## config.mk

```make
export PLATFORM = sky130hd
export DESIGN_NAME = ram_port_arbiter
export DESIGN_NICKNAME = d
export VERILOG_FILES = /design/src/rtl/ram_port_arbiter.sv
export SDC_FILE = /design/constraint.sdc
export NUM_CORES = 1
export LEC_CHECK = 0
export CORE_ASPECT_RATIO = 0.6
export CORE_UTILIZATION = 36
export DETAILED_ROUTE_END_ITERATION = 10
export PLACE_DENSITY = 0.77
export SYNTH_ARGS = -nofsm -noshare
export SYNTH_HDL_FRONTEND = slang
export SYNTH_SLANG_ARGS = --single-unit
```

## constraint.sdc

```tcl
create_clock -name CLK -period 3.25 [get_ports CLK]
set_clock_uncertainty 0.05 [all_clocks]
set_input_delay 0.65 -clock CLK [delete_from_list [all_inputs] [get_ports CLK]]
set_output_delay 0.65 -clock CLK [all_outputs]
set_load 0.01 [all_outputs]
```

## src/rtl/ram_port_arbiter.sv

```systemverilog
// Two-port arbiter/sequencer in front of the word-wide data RAM: grants one access at a time,
// drives nRD/nWR for exactly one cycle, captures read data and returns a one-cycle Ack.
module ram_port_arbiter #(
   parameter int MEM_BYTES  = 61,
   parameter bit FIXED_PRIO = 1'b0
) (
   input  logic        CLK,
   input  logic        nRST,
   input  logic        Req0,
   input  logic        Req1,
   input  logic        We0,
   input  logic        We1,
   input  logic [31:0] Addr0,
   input  logic [31:0] Addr1,
   input  logic [31:0] WData0,
   input  logic [31:0] WData1,
   output logic        Ack0,
   output logic        Ack1,
   output logic [31:0] RData,
   output logic        Err,
   output logic [31:0] Address,
   output logic [31:0] WriteData,
   output logic        nRD,
   output logic        nWR,
   input  logic [31:0] DataOut
);

   // state  | meaning
   // IDLE   | waiting for a request; arbitration and legality check happen here
   // ACCESS | RAM strobe low for this one cycle; read data captured at its closing edge
   // RESP   | transaction done; Ack of the winner is raised on leaving this state
   typedef enum logic [1:0] {
      IDLE   = 2'd0,
      ACCESS = 2'd1,
      RESP   = 2'd2
   } state_t;

   localparam logic [32:0] LAST_BYTE = 33'(MEM_BYTES - 1);

   state_t      state_q, state_d;
   logic        gnt_q, gnt_d;
   logic        we_q, we_d;
   logic        last_grant_q, last_grant_d;
   logic        ack0_q, ack0_d;
   logic        ack1_q, ack1_d;
   logic        err_q, err_d;
   logic        nrd_q, nrd_d;
   logic        nwr_q, nwr_d;
   logic [31:0] rdata_q, rdata_d;
   logic [31:0] address_q, address_d;
   logic [31:0] wdata_q, wdata_d;

   logic        win;
   logic        sel_we;
   logic [31:0] sel_addr;
   logic [31:0] sel_wdata;
   logic [32:0] end_addr;
   logic        legal;

   // End address is formed in 33 bits so addresses near 2^32 cannot wrap into range.
   always_comb begin
      if (Req0 && Req1) win = FIXED_PRIO ? 1'b0 : ~last_grant_q;
      else              win = Req1;
      sel_we    = win ? We1    : We0;
      sel_addr  = win ? Addr1  : Addr0;
      sel_wdata = win ? WData1 : WData0;
      end_addr  = {1'b0, sel_addr} + 33'd3;
      legal     = (sel_addr[1:0] == 2'b00) && (end_addr <= LAST_BYTE);
   end

   always_comb begin
      state_d      = state_q;
      gnt_d        = gnt_q;
      we_d         = we_q;
      last_grant_d = last_grant_q;
      ack0_d       = 1'b0;
      ack1_d       = 1'b0;
      err_d        = err_q;
      nrd_d        = nrd_q;
      nwr_d        = nwr_q;
      rdata_d      = rdata_q;
      address_d    = address_q;
      wdata_d      = wdata_q;
      case (state_q)
         IDLE: begin
            if (Req0 || Req1) begin
               gnt_d        = win;
               we_d         = sel_we;
               last_grant_d = win;
               if (legal) begin
                  state_d   = ACCESS;
                  address_d = sel_addr;
                  wdata_d   = sel_wdata;
                  nwr_d     = ~sel_we;
                  nrd_d     = sel_we;
               end else begin
                  state_d = RESP;
                  err_d   = 1'b1;
               end
            end
         end
         ACCESS: begin
            if (!we_q) rdata_d = DataOut;
            nrd_d   = 1'b1;
            nwr_d   = 1'b1;
            err_d   = 1'b0;
            state_d = RESP;
         end
         RESP: begin
            ack0_d  = ~gnt_q;
            ack1_d  = gnt_q;
            state_d = IDLE;
         end
         default: state_d = IDLE;
      endcase
   end

   always_ff @(posedge CLK or negedge nRST) begin
      if (!nRST) begin
         state_q      <= IDLE;
         gnt_q        <= 1'b0;
         we_q         <= 1'b0;
         last_grant_q <= 1'b1;
         ack0_q       <= 1'b0;
         ack1_q       <= 1'b0;
         err_q        <= 1'b0;
         nrd_q        <= 1'b1;
         nwr_q        <= 1'b1;
         rdata_q      <= '0;
         address_q    <= '0;
         wdata_q      <= '0;
      end else begin
         state_q      <= state_d;
         gnt_q        <= gnt_d;
         we_q         <= we_d;
         last_grant_q <= last_grant_d;
         ack0_q       <= ack0_d;
         ack1_q       <= ack1_d;
         err_q        <= err_d;
         nrd_q        <= nrd_d;
         nwr_q        <= nwr_d;
         rdata_q      <= rdata_d;
         address_q    <= address_d;
         wdata_q      <= wdata_d;
      end
   end

   assign Ack0      = ack0_q;
   assign Ack1      = ack1_q;
   assign Err       = err_q;
   assign RData     = rdata_q;
   assign Address   = address_q;
   assign WriteData = wdata_q;
   assign nRD       = nrd_q;
   assign nWR       = nwr_q;

endmodule

```

Yosys cells after proc, flatten, opt, wreduce, memory -nomap -nowiden
Cells that the tools add are included.
{"block": "totals", "elab_cells": 52, "in_bits": 166, "regBits": 106, "output_inout_bits": 101}
{"block": "classes", "eq_ne": 5, "n_lt_le_gt_ge": 1, "addsub": 1, "n_reduce_logical": 11, "n_bitwise": 4, "muxes": 18}
{"cell": "$mux W32", "count": 2}
{"cell": "$add A32 B2 Y33 const B", "count": 1}
{"cell": "$le A33 B6 Y1 const B", "count": 1}
{"cell": "$mux W1", "count": 10}
{"cell": "$reduce_and A3 Y1", "count": 3}
{"cell": "$ne A2 B2 Y1 const B", "count": 3}
{"cell": "$pmux W1 S2", "count": 3}
{"cell": "$logic_not A2 Y1", "count": 2}
{"cell": "$mux W2", "count": 2}
{"cell": "$not A1 Y1", "count": 4}
{"cell": "$pmux W2 S2", "count": 1}
{"cell": "$reduce_and A2 Y1", "count": 2}
{"cell": "$eq A2 B1 Y1 const B", "count": 1}
{"cell": "$eq A2 B2 Y1 const B", "count": 1}
{"cell": "$logic_and A1 B1 Y1", "count": 2}
{"cell": "$reduce_bool A2 Y1", "count": 1}
{"cell": "$logic_or A1 B1 Y1", "count": 1}

Longest topological paths before layout
{"block": "logic_depth", "word_depth": 9, "depth_mapped": 13}

Least setup slack after synthesis
OpenSTA, ideal clock, no wires.
{"block": "synth_path", "kind": "in2reg", "start": "input Req0", "end": "register address_q[2] (netlist: Address[2])", "t_arrival_ps": 3207, "required_ps": 3073, "stages": 11, "path_slack_ps": -134, "path_buffers": 3, "cell_sequence": "buf_2 -> a21boi_4 -> and2_4 -> a32oi_4 -> nor2_1 -> or3_1 -> a2111o_1 -> nor4_2 -> buf_4 -> buf_8 -> mux2_1"}
{"block": "synth_between", "elab_chain_cells": 7, "elab_cells_between_ends": 9, "classes_between": "add/sub: 1; order compare: 1; mux: 2; reduce/logical: 5"}
{"item": "start, declared", "line": "9", "source": "input logic Req0,"}
{"item": "$logic_and A1 B1 Y1", "line": "62", "source": "if (Req0 && Req1) win = FIXED_PRIO ? 1'b0 : ~last_grant_q;"}
{"item": "$mux W1", "line": "62"}
{"item": "$mux W32", "line": "65", "source": "sel_addr = win ? Addr1 : Addr0;"}
{"item": "$add A32 B2 Y33", "line": "67", "source": "end_addr = {1'b0, sel_addr} + 33'd3;"}
{"item": "$le A33 B6 Y1", "line": "68", "source": "legal = (sel_addr[1:0] == 2'b00) && (end_addr <= LAST_BYTE);"}
{"item": "$logic_and A1 B1 Y1", "line": "68"}
{"item": "$reduce_and A3 Y1 (no source line)"}
{"item": "end signal, assigned", "line": "143", "source": "address_q <= address_d;"}
{"item": "end, declared", "line": "50", "source": "logic [31:0] address_q, address_d;"}
Parallel ways exist; a longest one is shown, timed or not.
A chain may end at the register's enable or synchronous reset.

Worst setup path in the final report
{"block": "layout_path", "start": "input Addr1[14]", "end": "register wdata_q[25] (netlist: WriteData[25])"}
{"block": "layout_between", "elab_chain_cells": 5}
{"item": "start, declared", "line": "14", "source": "input logic [31:0] Addr1,"}
{"item": "$mux W32", "line": "65"}
{"item": "$add A32 B2 Y33", "line": "67"}
{"item": "$le A33 B6 Y1", "line": "68"}
{"item": "$logic_and A1 B1 Y1", "line": "68"}
{"item": "$reduce_and A3 Y1 (no source line)"}
{"item": "end signal, assigned", "line": "144", "source": "wdata_q <= wdata_d;"}
{"item": "end, declared", "line": "51", "source": "logic [31:0] wdata_q, wdata_d;"}
No other way between the ends.

==> impl_metrics.py <==
metrics = {
    "global_routing": {
        "grt_pass1_vias": 5207,
        "grt_overflow": 0,
        "grt_usage_pct": 23.5,
        "grt_max_degree": 65,
        "grt_pass1_wl_mm": 26.9,
        "antenna_found_initial": 0,
    },
    "setup_path": {
        "crit_fanout": 8,
        "reg2regPathDepth": 15,
        "crit_path_start_kind": "input port",
        "cp.required_ns": 3.42,
        "arrival_ns": 3.49,
        "path_class": "input port to flip-flop",
        "end_kind": "flip-flop",
    },
    "synthesis": {
        "yosysUniqueCellTypes": 52,
        "synth_edf_count": 0,
        "synth_top_area_share_pct": 49.9,
        "async_flop_share_pct": 100,
        "syn_inst": 494,
        "yosys.area.top_type": "dfrtp_1",
        "seq_area_frac_synth_pct": 51.4,
        "synth_warnings": 0,
        "synth_seq_cells": 106,
        "synthFlopType": "dfrtp_1",
        "syn_area_um2": 5170,
        "mappedNetlistNets": 660,
        "yosys-top-cells-area": "dfrtp_1 50%, nand2_1 9.0%, mux2_2 8.7%",
        "syn_avg_cell_area_um2": 10.5,
    },
    "detailed_routing": {
        "first_iter_violations": 390,
        "avgViaCountPerCell": 4.97,
        "routedWlPerCell_um": 17.2,
        "ant_nets": 0,
        "wl_mm": 17.9,
        "post-route-drc-count": 0,
        "drt-pass1-iter-count": 5,
        "vias": 5174,
    },
    "placement": {
        "dpl.hpwl_mm": 13.1,
        "place_congestion": 0.926,
        "port_buffers": 266,
    },
    "cts": {
        "cts_tree": "done",
        "cts.htree.levels": 3,
        "clk_pin_slew_worst_paths_ns": 0.07,
        "clk_path_buf_depth": 2,
        "clk_latency_ns": 0.33,
        "cts_buffers": 9,
        "clock_sink_count": 106,
        "cts-root-buf": "clkbuf_16",
    },
    "die": {
        "die_width_um": 157,
        "die_area_um2": 14900,
        "num_io_pins": 267,
        "initial_core_util_pct": 37.4,
        "fp.coreArea_um2": 13800,
        "die_y_um": 94.8,
        "rows": 33,
    },
    "power": {
        "p_comb_share_pct": 20.1,
        "powerDensity_nw_per_um2": 323,
        "p_seq_share_pct": 43.9,
        "switchingPower_mw": 0.803,
        "power.total_mw": 3.08,
        "p_int_mw": 2.28,
        "vdd_ir_drop_max_v": 0.000297,
        "netSwitchingFraction_pct": 26.1,
        "leakagePower_nw": 4.51,
        "power_frac_clock_pct": 36.0,
    },
    "sta": {
        "fmax_mhz": 301,
        "hold_viol_final": 0,
        "drv_slew": 0,
        "fin_setup_tns_ns": -1.56,
        "relSlewSlack_pct": 42.2,
        "setup_ws_ns": -0.0757,
        "period_share_pct": 102,
        "setup_viol": 29,
        "period_minus_slack_ns": 3.33,
        "max_slew.worst_pin.slew_ns": 0.867,
        "grt_setup_unrepaired": "true",
    },
    "layout": {
        "drive_gt1_share_pct": 26.4,
        "area_delta_synth_final_pct": 84.5,
        "fin_nets": 1010,
        "most-common-layout-cells": "230 x clkdlybuf4s50_1, 121 x nand2_1, 103 x dfrtp_1",
        "final_common_cell": "clkdlybuf4s50_1",
        "n_antenna_cell": 0,
    },
    "outcome": {
        "status": "finished with violations",
        "violations": "negative setup slack",
    },
    "flow_run": {
        "cap_violations": 0,
    },
    "min_path": {
        "hold_path_class": "input port to async pin",
    },
}
## registers in the layout (all words and copies together), names as in the netlist
| signal | count |
|---|---|
| Ack0 | 1 |
| Ack1 | 1 |
| Address | 32 |
| Err | 1 |
| RData | 32 |
| WriteData | 32 |
| gnt_q | 1 |
| last_grant_q | 1 |
| nRD | 1 |
| nWR | 1 |
| state_q | 2 |
| we_q | 1 |
## worst max-delay path, stage by stage
cell,delay [ns]
clkdlybuf4s50_1,0.51
nand4_1,0.17
o22a_4,0.36
nor4_4,0.26
buf_4,0.16
a21oi_2,0.04
a2111o_1,0.44
nor4_4,0.16
buf_6,0.16
buf_12,0.12
buf_12,0.14
mux2_4,0.31
## power groups by stage
stage	Clock, mW	Sequential [mW]	Combinational, mW
2_1_floorplan	0	1.37	0.187
3_3_place_gp	0	1.37	0.552
3_5_place_dp	0	1.38	0.563
4_1_cts	1.14	1.35	0.573
5_1_grt	1.19	1.35	0.669
6_report	1.11	1.35	0.620
## kinds of logic after synthesis
kind of cell,after synthesis,share of synthesized area [%]
AOI/OAI and AO/OA,47,7.00
xor gates and xnor gates,3,0.509
buffers and inverters,25,2.78
DFF,106,51.4
muxes,79,17.0
and+or+nand+nor,234,21.3
## layout make-up
type                    count  area (um2)
fillers                  1004        4300
repair buffers            362        3590
multi-input cells         363        2730
flip-flops and latches    106        2660
clock buffers              12         267
well taps                 192         240
clock inverters             4        40.0
inverters                   2        7.51
## per-layer routing
layer / wire [um] / global-route usage, % / vias to the layer above
met4: 411 / 7.43 / 0
met3: 1480 / 7.57 / 36
met5: 0 / 0 / -
met2: 8430 / 39.2 / 233
met1: 7590 / 29.2 / 2469
li1: - / - / 2436
## stage by stage
| step | cells | setup WS, ns | area (um2) | hold WS [ns] | utilization (%) |
|---|---|---|---|---|---|
| floorplan | 494 | -0.0621 | 5200 | 0.304 | - |
| global placement | 995 | -0.740 | 8490 | 0.409 | 61.4 |
| detailed placement | 995 | -0.891 | 8490 | 0.405 | 61.4 |
| CTS | 1027 | -0.220 | 9220 | 0.393 | 66.6 |
| global route | 1041 | -0.118 | 9530 | 0.423 | 68.9 |
| finish | 1041 | -0.0757 | 9530 | 0.370 | 68.9 |
## repair_timing
action | 4_1_cts | 5_1_grt
gates cloned | 4 | 1
pin swaps | 18 | 27
buffers inserted | 14 | 15
hold buffers | 0 | 0
gates resized for setup | 74 | 55
endpoints found under the setup margin | 67 | 65
## path summary, 6_finish.rpt
check                                    startpoint                        end  slack, ns
max                                       Addr1[14]  WriteData[25]$_DFFE_PN0P_      -0.08
min                                            nRST    Address[22]$_DFFE_PN0P_       0.37
max reg2reg                last_grant_q$_DFFE_PN1P_  WriteData[25]$_DFFE_PN0P_      -0.01
min reg2reg                       gnt_q$_DFFE_PN0P_             Ack0$_DFF_PN0_       0.42
max in group asynchronous                      nRST            nWR$_DFFE_PN1P_       1.98
min in group CLK                  gnt_q$_DFFE_PN0P_             Ack0$_DFF_PN0_       0.42
## cell usage after synthesis (2+ instances only)
cell       count
and2_1         2
dfrtp_1      103
mux2_2        40
nand4_1       11
buf_2          4
o22ai_1        4
inv_1          2
clkbuf_1      12
a31oi_1        7
nand3_1        9
a21oi_1        8
nor3_1        10
nor4_1        10
nor4_2         2
or3_1          5
a311oi_1       3
o211ai_1       2
o22a_1         2
buf_1          2
a2111oi_0      2
mux2i_1        8
nand2_1      124
nor2b_1       30
mux2_1        31
xnor2_1        3
buf_8          3
dfstp_2        3
nor2_1        20
and3_1         5
o21ai_0        5
Power figures use the tool's default switching activity.
